==> config.mk <==
export PLATFORM = sky130hd
export DESIGN_NAME = drv_segment_mux_flat
export DESIGN_NICKNAME = d
export VERILOG_FILES = /design/src/rtl/drv_segment_mux_if.sv /design/src/rtl/drv_segment_mux.sv /design/src/flat_wrapper.sv
export SDC_FILE = /design/constraint.sdc
export NUM_CORES = 1
export LEC_CHECK = 0
export CAP_MARGIN = 20
export CORE_MARGIN = 2
export CORE_UTILIZATION = 39
export DETAILED_ROUTE_END_ITERATION = 10
export PLACE_DENSITY = 0.57
export SYNTH_ARGS = -nofsm -noshare
export SYNTH_HDL_FRONTEND = slang
export SYNTH_SLANG_ARGS = --single-unit
export TNS_END_PERCENT = 30
==> constraint.sdc <==
create_clock -name i_clk -period 3.2 [get_ports i_clk]
set_clock_uncertainty 0.2 [all_clocks]
set_input_delay 0.64 -clock i_clk [delete_from_list [all_inputs] [get_ports i_clk]]
set_output_delay 0.64 -clock i_clk [all_outputs]
set_load 0.02 [all_outputs]
==> src/rtl/drv_segment_mux_if.sv <==
// Bus bundle for drv_segment_mux: value/load/enable inputs and the
// segment, decimal-point and anode outputs.
interface drv_segment_mux_if #(
    parameter int DIGITS = 8
);
    logic [4*DIGITS-1:0] i_val;
    logic                i_load;
    logic [DIGITS-1:0]   i_dp;
    logic [DIGITS-1:0]   i_en;
    logic                i_hex;
    logic [6:0]          o_drv_sgmnt;
    logic                o_drv_dp;
    logic [DIGITS-1:0]   o_drv_an;

    modport master (
        output i_val, i_load, i_dp, i_en, i_hex,
        input  o_drv_sgmnt, o_drv_dp, o_drv_an
    );

    modport slave (
        input  i_val, i_load, i_dp, i_en, i_hex,
        output o_drv_sgmnt, o_drv_dp, o_drv_an
    );
endinterface

==> src/rtl/drv_segment_mux.sv <==
// Time-multiplexed common-anode 7-segment driver with ghost blanking and
// frame-boundary display updates. Optional: SEGMENT_LZB_EN (leading-zero blanking).
module drv_segment_mux #(
    parameter int DIGITS    = 8,
    parameter int TICK_DIV  = 100000,
    parameter int BLANK_CYC = 1000
) (
    input logic              i_clk,
    input logic              i_rst_n,
    drv_segment_mux_if.slave bus
);
    localparam int CNT_W = $clog2(TICK_DIV);
    localparam int IDX_W = (DIGITS > 1) ? $clog2(DIGITS) : 1;
    localparam logic [CNT_W-1:0] CNT_LAST  = CNT_W'(TICK_DIV - 1);
    localparam logic [CNT_W-1:0] CNT_BLANK = CNT_W'(BLANK_CYC);
    localparam logic [IDX_W-1:0] IDX_LAST  = IDX_W'(DIGITS - 1);

    function automatic logic [6:0] glyph(input logic [3:0] n, input logic hex);
        case (n)
            4'h0:    glyph = 7'b1000000;
            4'h1:    glyph = 7'b1111001;
            4'h2:    glyph = 7'b0100100;
            4'h3:    glyph = 7'b0110000;
            4'h4:    glyph = 7'b0011001;
            4'h5:    glyph = 7'b0010010;
            4'h6:    glyph = 7'b0000010;
            4'h7:    glyph = 7'b1111000;
            4'h8:    glyph = 7'b0000000;
            4'h9:    glyph = 7'b0010000;
            4'hA:    glyph = hex ? 7'b0001000 : 7'h7F;
            4'hB:    glyph = hex ? 7'b0000011 : 7'h7F;
            4'hC:    glyph = hex ? 7'b1000110 : 7'h7F;
            4'hD:    glyph = hex ? 7'b0100001 : 7'h7F;
            4'hE:    glyph = hex ? 7'b0000110 : 7'h7F;
            default: glyph = hex ? 7'b0001110 : 7'h7F;
        endcase
    endfunction

    logic [CNT_W-1:0]       cnt;
    logic [IDX_W-1:0]       idx;
    logic [DIGITS-1:0][3:0] stg_val, disp_val;
    logic [DIGITS-1:0]      stg_dp, disp_dp;
    logic                   pending;
    logic                   slot_end, frame_end;

    assign slot_end  = (cnt == CNT_LAST);
    assign frame_end = slot_end && (idx == IDX_LAST);

    always_ff @(posedge i_clk or negedge i_rst_n) begin
        if (!i_rst_n) begin
            cnt <= '0;
            idx <= '0;
        end else if (slot_end) begin
            cnt <= '0;
            idx <= (idx == IDX_LAST) ? '0 : idx + 1'b1;
        end else begin
            cnt <= cnt + 1'b1;
        end
    end

    // A load on the boundary itself bypasses staging so it lands in the new frame.
    always_ff @(posedge i_clk or negedge i_rst_n) begin
        if (!i_rst_n) begin
            stg_val  <= '0;
            stg_dp   <= '0;
            disp_val <= '0;
            disp_dp  <= '0;
            pending  <= 1'b0;
        end else if (bus.i_load && frame_end) begin
            disp_val <= bus.i_val;
            disp_dp  <= bus.i_dp;
            pending  <= 1'b0;
        end else if (bus.i_load) begin
            stg_val <= bus.i_val;
            stg_dp  <= bus.i_dp;
            pending <= 1'b1;
        end else if (frame_end && pending) begin
            disp_val <= stg_val;
            disp_dp  <= stg_dp;
            pending  <= 1'b0;
        end
    end

    logic lz_hit;
`ifdef SEGMENT_LZB_EN
    logic [DIGITS-1:0] lz;
    logic              zero_run;
    // zero_run stays high while every nibble from the top down to k is zero.
    always_comb begin
        lz       = '0;
        zero_run = 1'b1;
        for (int k = DIGITS - 1; k > 0; k--) begin
            zero_run = zero_run && (disp_val[k] == 4'h0);
            lz[k]    = zero_run;
        end
    end
    assign lz_hit = lz[idx];
`else
    assign lz_hit = 1'b0;
`endif

    always_ff @(posedge i_clk or negedge i_rst_n) begin
        if (!i_rst_n) begin
            bus.o_drv_an    <= '1;
            bus.o_drv_sgmnt <= 7'h7F;
            bus.o_drv_dp    <= 1'b1;
        end else if (cnt < CNT_BLANK || !bus.i_en[idx]) begin
            bus.o_drv_an    <= '1;
            bus.o_drv_sgmnt <= 7'h7F;
            bus.o_drv_dp    <= 1'b1;
        end else begin
            bus.o_drv_an    <= ~(DIGITS'(1) << idx);
            bus.o_drv_sgmnt <= lz_hit ? 7'h7F : glyph(disp_val[idx], bus.i_hex);
            bus.o_drv_dp    <= ~disp_dp[idx];
        end
    end
endmodule

==> src/flat_wrapper.sv <==
// flat-port wrapper written by rule: the top's interface ports become plain ports
module drv_segment_mux_flat 
#(
    parameter int DIGITS    = 8,
    parameter int TICK_DIV  = 100000,
    parameter int BLANK_CYC = 1000
)
  (i_clk, i_rst_n, bus_i_val, bus_i_load, bus_i_dp, bus_i_en, bus_i_hex, bus_o_drv_sgmnt, bus_o_drv_dp, bus_o_drv_an);
  drv_segment_mux_if #(.DIGITS(DIGITS)) bus_i ();
  input logic i_clk;
  input logic i_rst_n;
  input wire logic [$bits(bus_i.i_val)-1:0] bus_i_val;
  input wire logic [$bits(bus_i.i_load)-1:0] bus_i_load;
  input wire logic [$bits(bus_i.i_dp)-1:0] bus_i_dp;
  input wire logic [$bits(bus_i.i_en)-1:0] bus_i_en;
  input wire logic [$bits(bus_i.i_hex)-1:0] bus_i_hex;
  output wire logic [$bits(bus_i.o_drv_sgmnt)-1:0] bus_o_drv_sgmnt;
  output wire logic [$bits(bus_i.o_drv_dp)-1:0] bus_o_drv_dp;
  output wire logic [$bits(bus_i.o_drv_an)-1:0] bus_o_drv_an;
  assign bus_i.i_val = bus_i_val;
  assign bus_i.i_load = bus_i_load;
  assign bus_i.i_dp = bus_i_dp;
  assign bus_i.i_en = bus_i_en;
  assign bus_i.i_hex = bus_i_hex;
  assign bus_o_drv_sgmnt = bus_i.o_drv_sgmnt;
  assign bus_o_drv_dp = bus_i.o_drv_dp;
  assign bus_o_drv_an = bus_i.o_drv_an;
  drv_segment_mux #(.DIGITS(DIGITS), .TICK_DIV(TICK_DIV), .BLANK_CYC(BLANK_CYC)) u_core (.i_clk(i_clk), .i_rst_n(i_rst_n), .bus(bus_i));
endmodule
Yosys cells after proc, flatten, opt, wreduce, memory -nomap -nowiden --
Index checks and enable logic that the tools add are counted.
Operators by class: $lt $le $gt $ge 2, eq/ne operators 17, $add $sub $neg 2, bitwise gates (word level) 3, reductions and logical operators 10, multiply operators 0, shift-type cells 1, divide/modulo/power cells 0, mux-type cells 27
Operator list (number):
- case mux 7 bit (15 select lines) | 1
- 2-to-1 mux 32 bit | 3
- 2-to-1 mux 7 bit | 6
- 2-to-1 mux 8 bit | 4
- equality test 4 bit (second input constant) | 7
- adder 17 x 1 -> 17 bit (second input constant) | 1
- equality test 17 bit (second input constant) | 1
- < comparator 17 x 10 -> 1 bit (second input constant) | 1
- 2-to-1 mux 17 bit | 1
- equality test 4 x 3 -> 1 bit (second input constant) | 4
- binary-select mux 4 bit (select 3 bit) | 1
- equality test 4 x 2 -> 1 bit (second input constant) | 2
- NOT 8 bit | 1
- left shift 1 x 3 -> 8 bit (first input constant) | 1
- binary-select mux 1 bit (select 3 bit) | 2
- 2-to-1 mux 1 bit | 6
- 2-to-1 mux 6 bit | 1
- equality test 4 x 1 -> 1 bit (second input constant) | 1
- logical NOT 4 bit | 1
- < comparator 3 x 4 -> 1 bit (second input constant) | 1
- 2-to-1 mux 4 bit | 1
- AND reduction 2 bit | 2
- adder 3 x 1 -> 3 bit (second input constant) | 1
- equality test 3 bit (second input constant) | 1
- other kinds (8) | 11
Storage, ports and cells: register bits after elaboration 117, ROM bits 0, latch bits 0, output and inout bits 16, word-level logic and storage cells 86, input port bits 52, memories kept 0, memory bits (writable) 0

Longest topological paths before layout --
depth in word-level cells 6, gate-level depth with buffers 9, mapped depth without buffers 6

Worst setup path before layout --
Ideal clock, no wire load.
kind reg2reg, from reg u_core.cnt[0], to reg u_core.stg_dp[0], data arrival time 2.059 ns, buffers on the path 3, setup time 0.127 ns, cell stages (with the launch flop) 10, path slack 0.813 ns, cell sequence dfrtp_1 -> ha_1 -> and4_1 -> clkbuf_1 -> and2_1 -> and2_1 -> buf_4 -> a21o_4 -> buf_6 -> mux2_1
On the way: word-level cells in the longest chain between the ends 5
RTL lines:
- start, declared | RTL line drv_segment_mux.sv:39 | logic [CNT_W-1:0] cnt;
- start signal, assigned | RTL line drv_segment_mux.sv:57 | cnt <= cnt + 1'b1;
- equality test 17 bit | RTL line drv_segment_mux.sv:46 | assign slot_end = (cnt == CNT_LAST);
- logical AND 1 bit | RTL line drv_segment_mux.sv:47 | assign frame_end = slot_end && (idx == IDX_LAST);
- logical AND 1 bit | RTL line drv_segment_mux.sv:69 | end else if (bus.i_load && frame_end) begin
- NOT 1 bit (no source line)
- AND reduction 2 bit (no source line)
- end signal, assigned | RTL line drv_segment_mux.sv:75 | stg_dp <= bus.i_dp;
- end, declared | RTL line drv_segment_mux.sv:42 | logic [DIGITS-1:0] stg_dp, disp_dp;
No other way between the ends. A chain may end at the register's enable or synchronous reset.

Final worst setup path --
from reg u_core.idx[0], to reg u_core.bus.o_drv_sgmnt[6]
On the way: word-level cells in the longest chain between the ends 5, elaborated cells on any way between the ends 23, classes of those cells 14 x eq/ne; 6 x mux; 3 x reduce/logical
RTL lines:
- start, declared | RTL line drv_segment_mux.sv:40 | logic [IDX_W-1:0] idx;
- start signal, assigned | RTL line drv_segment_mux.sv:55 | idx <= (idx == IDX_LAST) ? '0 : idx + 1'b1;
- binary-select mux 4 bit (select 3 bit) or binary-select mux 1 bit (select 3 bit) (tied branches) | RTL line drv_segment_mux.sv:113, drv_segment_mux.sv:107
- 2-to-1 mux 4 bit (not written as such) or 2-to-1 mux 1 bit (tied branches) | RTL line drv_segment_mux.sv:113, drv_segment_mux.sv:107
- equality test 4 bit, or another cell as far along | RTL line drv_segment_mux.sv:19 | case (n)
- case mux 7 bit (15 select lines) or logical OR 1 bit (tied branches) | RTL line drv_segment_mux.sv:19, drv_segment_mux.sv:107
- 2-to-1 mux 7 bit * | RTL line drv_segment_mux.sv:107 | end else if (cnt < CNT_BLANK || !bus.i_en[idx]) begin
- end signal, assigned | RTL line drv_segment_mux.sv:113 | bus.o_drv_sgmnt <= lz_hit ? 7'h7F : glyph(disp_val[idx], bus.i_hex);
- end, declared | RTL line drv_segment_mux_if.sv:22 | output o_drv_sgmnt, o_drv_dp, o_drv_an
Mark *: on every way between the ends. The rest lies on a longest branch, timed or not. The select of a mux whose other input is x is not followed.

==> results.md <==
- Post-Syn Area: 5450 µm²
- Min-delay worst type: in -> async
- Hold Vio Cnt, Final: 0
- Dominant cell type by area after synthesis: dfrtp_1
- Post-synth top flop: dfrtp_1
- Avg Synthesized Cell Area: 11.8 µm²
- Min Tclk post-route: 2830 ps
- Setup Fix Bufs, Post-CTS: 0
- Post-synthesis cell count: 460
- Vias in the first global route: 3883
- Final nets: 587
- GRT Resource Usage Total: 16.7%
- Required time of the critical path: 3320 ps
- RSZ-0062 raised after global routing: no
- Die ar.: 14900 µm²
- Cell Chain, Critical Path: buf_4, mux4_2, mux2i_4, nor3_1, a2111oi_1, o21ai_1
- FMAX: 353 MHz
- Flop pwr share: 42.8%
- Worst VDD drop: 0.000364 V
- Initial antenna violation count: 0
- Clock sinks: 117
- Largest net degree at the start of global routing: 81
- Design internal power: 2.82 mW
- Global route overflow: 0
- Sw Ratio: 22.4%
- CTS tree: built
- Cell variety after synth: 51
- Root Buffer: clkbuf_16
- PortBufs: 67
- Core area: 13800 µm²
- GP Congestion: 0.778
- Clock power share: 51.3%
- Antenna cells: 0
- Startpoint class of the critical path: register
- Wire per inst: 15.9 µm
- CP arrival: 2950 ps
- Die Height: 122 µm
- CP Buf/Inv Count: 1
- Top-area cell type share of the netlist area: 46.4%
- Worst path top cell family by delay: multiplexers
- Maximum net fanout on the critical path: 16
- WS Path Type: reg -> reg
- Worst path max stage delay: 550 ps
- Ys Warns: 0
- Via count: 3753
- Worst path slowest cell: dfrtp_1
- Routed WL: 11.5 mm
- Top cells by area, synth: dfrtp_1, mux2_1, dfstp_2
- Final Setup Violations: 0
- Initial Util: 39.5%
- HPWL Detailed: 7.82 mm
- Final period util: 88.6%
- Max Slew Vio Count: 0
- Core Rows: 43
- Drt initial violations: 210
- Number of vias per cell: 5.21
- Async S/R FF share, synth: 100%
- Max Cap Violations: 0
- Cells resized by post-CTS repair: 0
- Clock transition at path regs: 50 ps
- Max H-tree Level: 4
- Switching power: 0.814 mW
- Worst slew pin tran: 745 ps
- Pwr/cell area: 530 nW/µm²
- Final setup TNS: 0 ps
- Drt first pass iters: 4
- Syn-to-layout area delta: 26.0%
- I/O pin count: 68
- Worst Setup End Kind: register
- Worst-Skew Late Latency: 410 ps
- Post-route DRC: 0
- Post-synth net total: 519
- CTS max path bufs: 2
- First-pass GRT wire length: 19.1 mm
- Relative slew slack: 50.3%
- Static Leakage: 2.84 nW
- CTS Hold Buffers Added: 0
- Logic pwr share: 5.9%
- Synth Register Bits: 117
- Status: complete, no violations
- Post-synthesis sequential area ratio: 54.1%
- Remaining antenna violation count: 0
- Finished Core Util: 49.8%
- EDFF count, synth: 0
- Ratio of cells with drive above 1 in the final layout: 14.4%
- CTS Buf Count: 17
- Die Wd: 122 µm
## synthesized netlist by cell type (3+ instances only)
master and n:
nor2_1 13, and2_1 4, mux4_2 7, o22ai_1 43, xor2_1 5, mux2_1 40
nand3_1 6, and4_1 3, buf_6 6, dfstp_2 16, xnor2_1 11, inv_1 6
dfrtp_1 101, nand2_1 62, clkbuf_1 15, ha_1 7, and3_1 3, a21oi_1 5
mux4_1 5, mux2i_1 4, o21ai_1 45, nand4_1 5, nor3_1 5, buf_2 7
## power groups by stage
stage	Combinational [mW]	Clock [mW]	Sequential, mW
2_1_floorplan	0.0946	0	1.58
3_5_place_dp	0.219	0	1.58
3_3_place_gp	0.214	0	1.58
5_1_grt	0.238	1.97	1.56
6_report	0.214	1.86	1.56
4_1_cts	0.220	1.90	1.56
## cells in the final DEF, fill, tap and decap left out, drive strengths merged, types with 2 or more instances in the layout
| cell | n |
|---|---|
| dfstp | 16 |
| nor2b | 2 |
| nor3 | 5 |
| or2 | 2 |
| nand3 | 6 |
| o22ai | 43 |
| clkbuf | 18 |
| xor2 | 5 |
| a21oi | 5 |
| a21o | 3 |
| xnor2 | 11 |
| nand2 | 62 |
| bufinv | 2 |
| mux4 | 12 |
| mux2i | 7 |
| a211o | 2 |
| ha | 7 |
| o211ai | 2 |
| nor2 | 13 |
| dfrtp | 101 |
| mux2 | 42 |
| nand3b | 2 |
| and4 | 3 |
| clkinvlp | 2 |
| clkdlybuf4s50 | 66 |
| inv | 8 |
| and3 | 3 |
| and2 | 4 |
| nand4 | 5 |
| nand2b | 2 |
| clkinv | 9 |
| o21ai | 47 |
| buf | 13 |
## cell type report
type / count / area (µm²)
Clock buffer: 18 / 439
Clock inverter: 14 / 155
Fill cell: 1265 / 6910
Inverter: 7 / 26.3
Multi-Input combinational cell: 306 / 2280
Sequential cell: 117 / 2950
Tap cell: 180 / 225
Timing Repair Buffer: 79 / 783
## per-layer routing
metal | GRT usage [%] | wire (µm) | vias up
li1 | - | - | 1806
met4 | 5.89 | 131 | 0
met3 | 4.82 | 450 | 10
met2 | 26.8 | 5450 | 86
met5 | 0 | 0 | -
met1 | 21.6 | 5430 | 1851
## metrics by stage
step | hold WS [ps] | setup WS (ps) | power, mW | cell area (µm²) | std cells
4_1_cts | 121 | 377 | 3.68 | 6860 | 721
2_1_floorplan | 144 | 813 | 1.67 | 5450 | 460
6_report | 79.5 | 366 | 3.63 | 6860 | 721
3_3_place_gp | 261 | 474 | 1.79 | 6270 | 689
3_5_place_dp | 268 | 495 | 1.80 | 6270 | 689
5_1_grt | 140 | 241 | 3.77 | 6860 | 721
## final timing paths
check,from,end,slack (ps),depth (start not counted)
setup / recovery,u_core.idx[0]$_DFFE_PN0N_,u_core.bus.o_drv_sgmnt[6]$_DFF_PN1_,370,6
hold / removal,i_rst_n,u_core.stg_dp[0]$_DFFE_PN0P_,80,1
setup reg to reg,u_core.idx[0]$_DFFE_PN0N_,u_core.bus.o_drv_sgmnt[6]$_DFF_PN1_,370,6
hold reg to reg,u_core.disp_val[5]$_DFFE_PN0P_,u_core.disp_val[5]$_DFFE_PN0P_,270,2
max in group asynchronous,i_rst_n,u_core.bus.o_drv_an[0]$_DFF_PN1_,1840,2
min in group i_clk,u_core.disp_val[5]$_DFFE_PN0P_,u_core.disp_val[5]$_DFFE_PN0P_,270,2
## worst reg2reg max path, stage by stage (launching register included)
cell,delay [ps]
dfrtp_1,550
buf_4,240
mux4_2,540
mux2i_4,420
nor3_1,160
a2111oi_1,530
o21ai_1,110
## sequential cells by signal, indices dropped and copies added (netlist names)
signal	flops
u_core.bus.o_drv_an	8
u_core.bus.o_drv_dp	1
u_core.bus.o_drv_sgmnt	7
u_core.cnt	17
u_core.disp_dp	8
u_core.disp_val	32
u_core.idx	3
u_core.pending	1
u_core.stg_dp	8
u_core.stg_val	32
## cells by family after synthesis
kind of cell,share of synthesized area (%)
DFF,54.1
and+or+nand+nor,9.97
AOI/OAI and AO/OA,11.9
muxes,15.9
buffers and inverters,3.91
xor gates and xnor gates,2.57
adders and majority gates,1.61
(Power assumes the default switching activity.)
==> edit, RTL diff (config.mk and constraints unchanged) <==
`TICK_DIV` is set to 100000 in 2 places; all go to 50000.
--- a/src/rtl/drv_segment_mux.sv
+++ b/src/rtl/drv_segment_mux.sv
@@ -2,7 +2,7 @@
 // frame-boundary display updates. Optional: SEGMENT_LZB_EN (leading-zero blanking).
 module drv_segment_mux #(
     parameter int DIGITS    = 8,
-    parameter int TICK_DIV  = 100000,
+    parameter int TICK_DIV  = 50000,
     parameter int BLANK_CYC = 1000
 ) (
     input logic              i_clk,
--- a/src/flat_wrapper.sv
+++ b/src/flat_wrapper.sv
@@ -2,7 +2,7 @@
 module drv_segment_mux_flat 
 #(
     parameter int DIGITS    = 8,
-    parameter int TICK_DIV  = 100000,
+    parameter int TICK_DIV  = 50000,
     parameter int BLANK_CYC = 1000
 )
   (i_clk, i_rst_n, bus_i_val, bus_i_load, bus_i_dp, bus_i_en, bus_i_hex, bus_o_drv_sgmnt, bus_o_drv_dp, bus_o_drv_an);
Check against the original RTL: same outputs for any inputs over 10 cycles, from zero or initial values and one cycle with i_rst_n low; that may be too few to reach the edited logic, so the function may still have changed.
==> edit against the original RTL <==
- power grew 3.4%
- area after synthesis fell by 2.2%
- cell area decreased by 1.1%
- first-iteration DRC count is 4.3% lower
- sequential cell count down 1
- wire length down 2.8%
- worst setup slack gained 0.25 ns
- critical endpoint is now u_core.bus.o_drv_sgmnt[1]
- largest power group unchanged
==> edit: results (changes against the original RTL) <==
- Outcome: finished clean
- DRT Pass-1 Iters: 5 (+1)
- CP max FO: 13 (-3)
- WP data arrival: 2.67 ns (-0.28 ns)
- Reg2Reg Setup Slack: 0.61 ns (+0.25 ns)
- Vias in the first global route: 3,711 (-4.4%)
- Signal buffers: 81 (+2.5%)
- Initial antenna violation count: 0 (unchanged)
- Final period util: 80.9% (-7.7 points)
- Top Registers: u_core.disp_val (32), u_core.stg_val (32), u_core.cnt (16)
- Final nets: 578 (-1.5%)
- LEAKAGE: 2.81 nW (-1.0%)
- Via count: 3,624 (-3.4%)
- Total GRT Usage: 16.8% (+0.12 points)
- RD Place Congestion: 0.840 (+7.8%)
- Slew headroom: 40.6% (-9.8 points)
- Sequential Area: 0.00292 mm^2 (-0.85%)
- WL met1: 5170 um (-4.7%)
- Syn nets: 508 (-2.1%)
- Met1 usage: 22.6% (+0.99 points)
- Top post-synthesis cells by area: dfrtp_1, mux2_2, dfstp_2
- Sequential cell count: 116 (-0.85%)
- Pre-CTS setup slack: 0.371 ns (-0.124 ns)
- CTS-repair resized insts: 0 (unchanged)
- Internal power: 0.00301 W (+6.7%)
- Share of layout cells above drive strength 1: 22.7% (+8.3 points)
- Diodes inserted: 0 (unchanged)
- Max Used Layer: met4
- Worst hold slack: 0.0861 ns (+0.00666 ns)
- Max rail drop VDD: 298 uV (-18%)
- Largest net degree at the start of global routing: 81 (unchanged)
- Layout clock area frac: 9.26% (+0.59 points)
- Grt met3 use: 5.19% (+0.37 points)
- Met2 wire length: 5270 um (-3.3%)
- First-pass GRT wire length: 18,900 um (-1.0%)
- Cell variety after synth: 44 (-14%)
- DRT iter0 DRCs: 201 (-4.3%)
- Setup tns final: 0 ns (unchanged)
- Met3 wire len: 547 um (+22%)
- Post-DP HPWL: 7560 um (-3.3%)
- Fillers: 1,198 (-5.3%)
- Commonest cells in the synthesized netlist: dfrtp_1, nand2_1, mux2_2, o21ai_1, o22ai_1
- Wire per inst: 15.7 um (-1.0%)
- GR Layer Usage met2: 25.8% (-1.0 points)
- Non-clock buffer area fraction after layout: 11.8% (+0.35 points)
- Multi-input gates: 296 (-3.3%)
- Register area share after synthesis: 54.9% (+0.76 points)
- Hold Path Class: in -> async
- Clk_buf instances: 23 (+5)
- Area of the multi-input gates: 0.00219 mm^2 (-4.1%)
## edit: cells by family after synthesis
| kind of cell | after synthesis | synth area share [%] |
|---|---|---|
| fa+ha+maj | 7 | 1.65 |
| compound gates | 107 | 11.8 |
| xor+xnor | 15 | 2.47 |
| simple gates | 105 | 9.35 |
| buf+inv | 37 | 4.11 |
| mux | 62 | 15.8 |
| flops | 116 | 54.9 |
## edit: worst paths after layout
path | startpoint | endpoint | cells after the start
worst max-delay path | u_core.idx[0] | u_core.bus.o_drv_sgmnt[1] | 6
worst min-delay path | i_rst_n | u_core.idx[1] | 1
worst max register to register | u_core.idx[0] | u_core.bus.o_drv_sgmnt[1] | 6
worst min register to register | u_core.cnt[0] | u_core.cnt[0] | 1
max in group asynchronous | i_rst_n | u_core.bus.o_drv_sgmnt[0] | 2
min in group i_clk | u_core.cnt[0] | u_core.cnt[0] | 1
## edit: power by group through the flow
stage	Clock (W)	Combinational (W)	Sequential, W
floorplan	0	0.000106	0.00156
global placement	0	0.000225	0.00156
detailed placement	0	0.000229	0.00157
CTS	0.00203	0.000230	0.00154
global route	0.00211	0.000247	0.00155
finish	0.00199	0.000223	0.00154
## edit: metrics by stage
| stage | instances | utilization, % | instance area [um^2] |
|---|---|---|---|
| 6_report | 708 | 51.0 | 6790 |
| 5_1_grt | 708 | 51.0 | 6790 |
| 4_1_cts | 708 | 51.0 | 6790 |
| 3_5_place_dp | 676 | 46.3 | 6160 |
| 3_3_place_gp | 676 | 46.3 | 6160 |
| 2_1_floorplan | 449 | - | 5320 |
## edit: critical path: stages (launching register included)
cell     delay [ns]
dfrtp_1        0.50
buf_12         0.21
mux4_2         0.56
mux2_2         0.34
or3_1          0.37
a21oi_1        0.17
o21ai_0        0.10
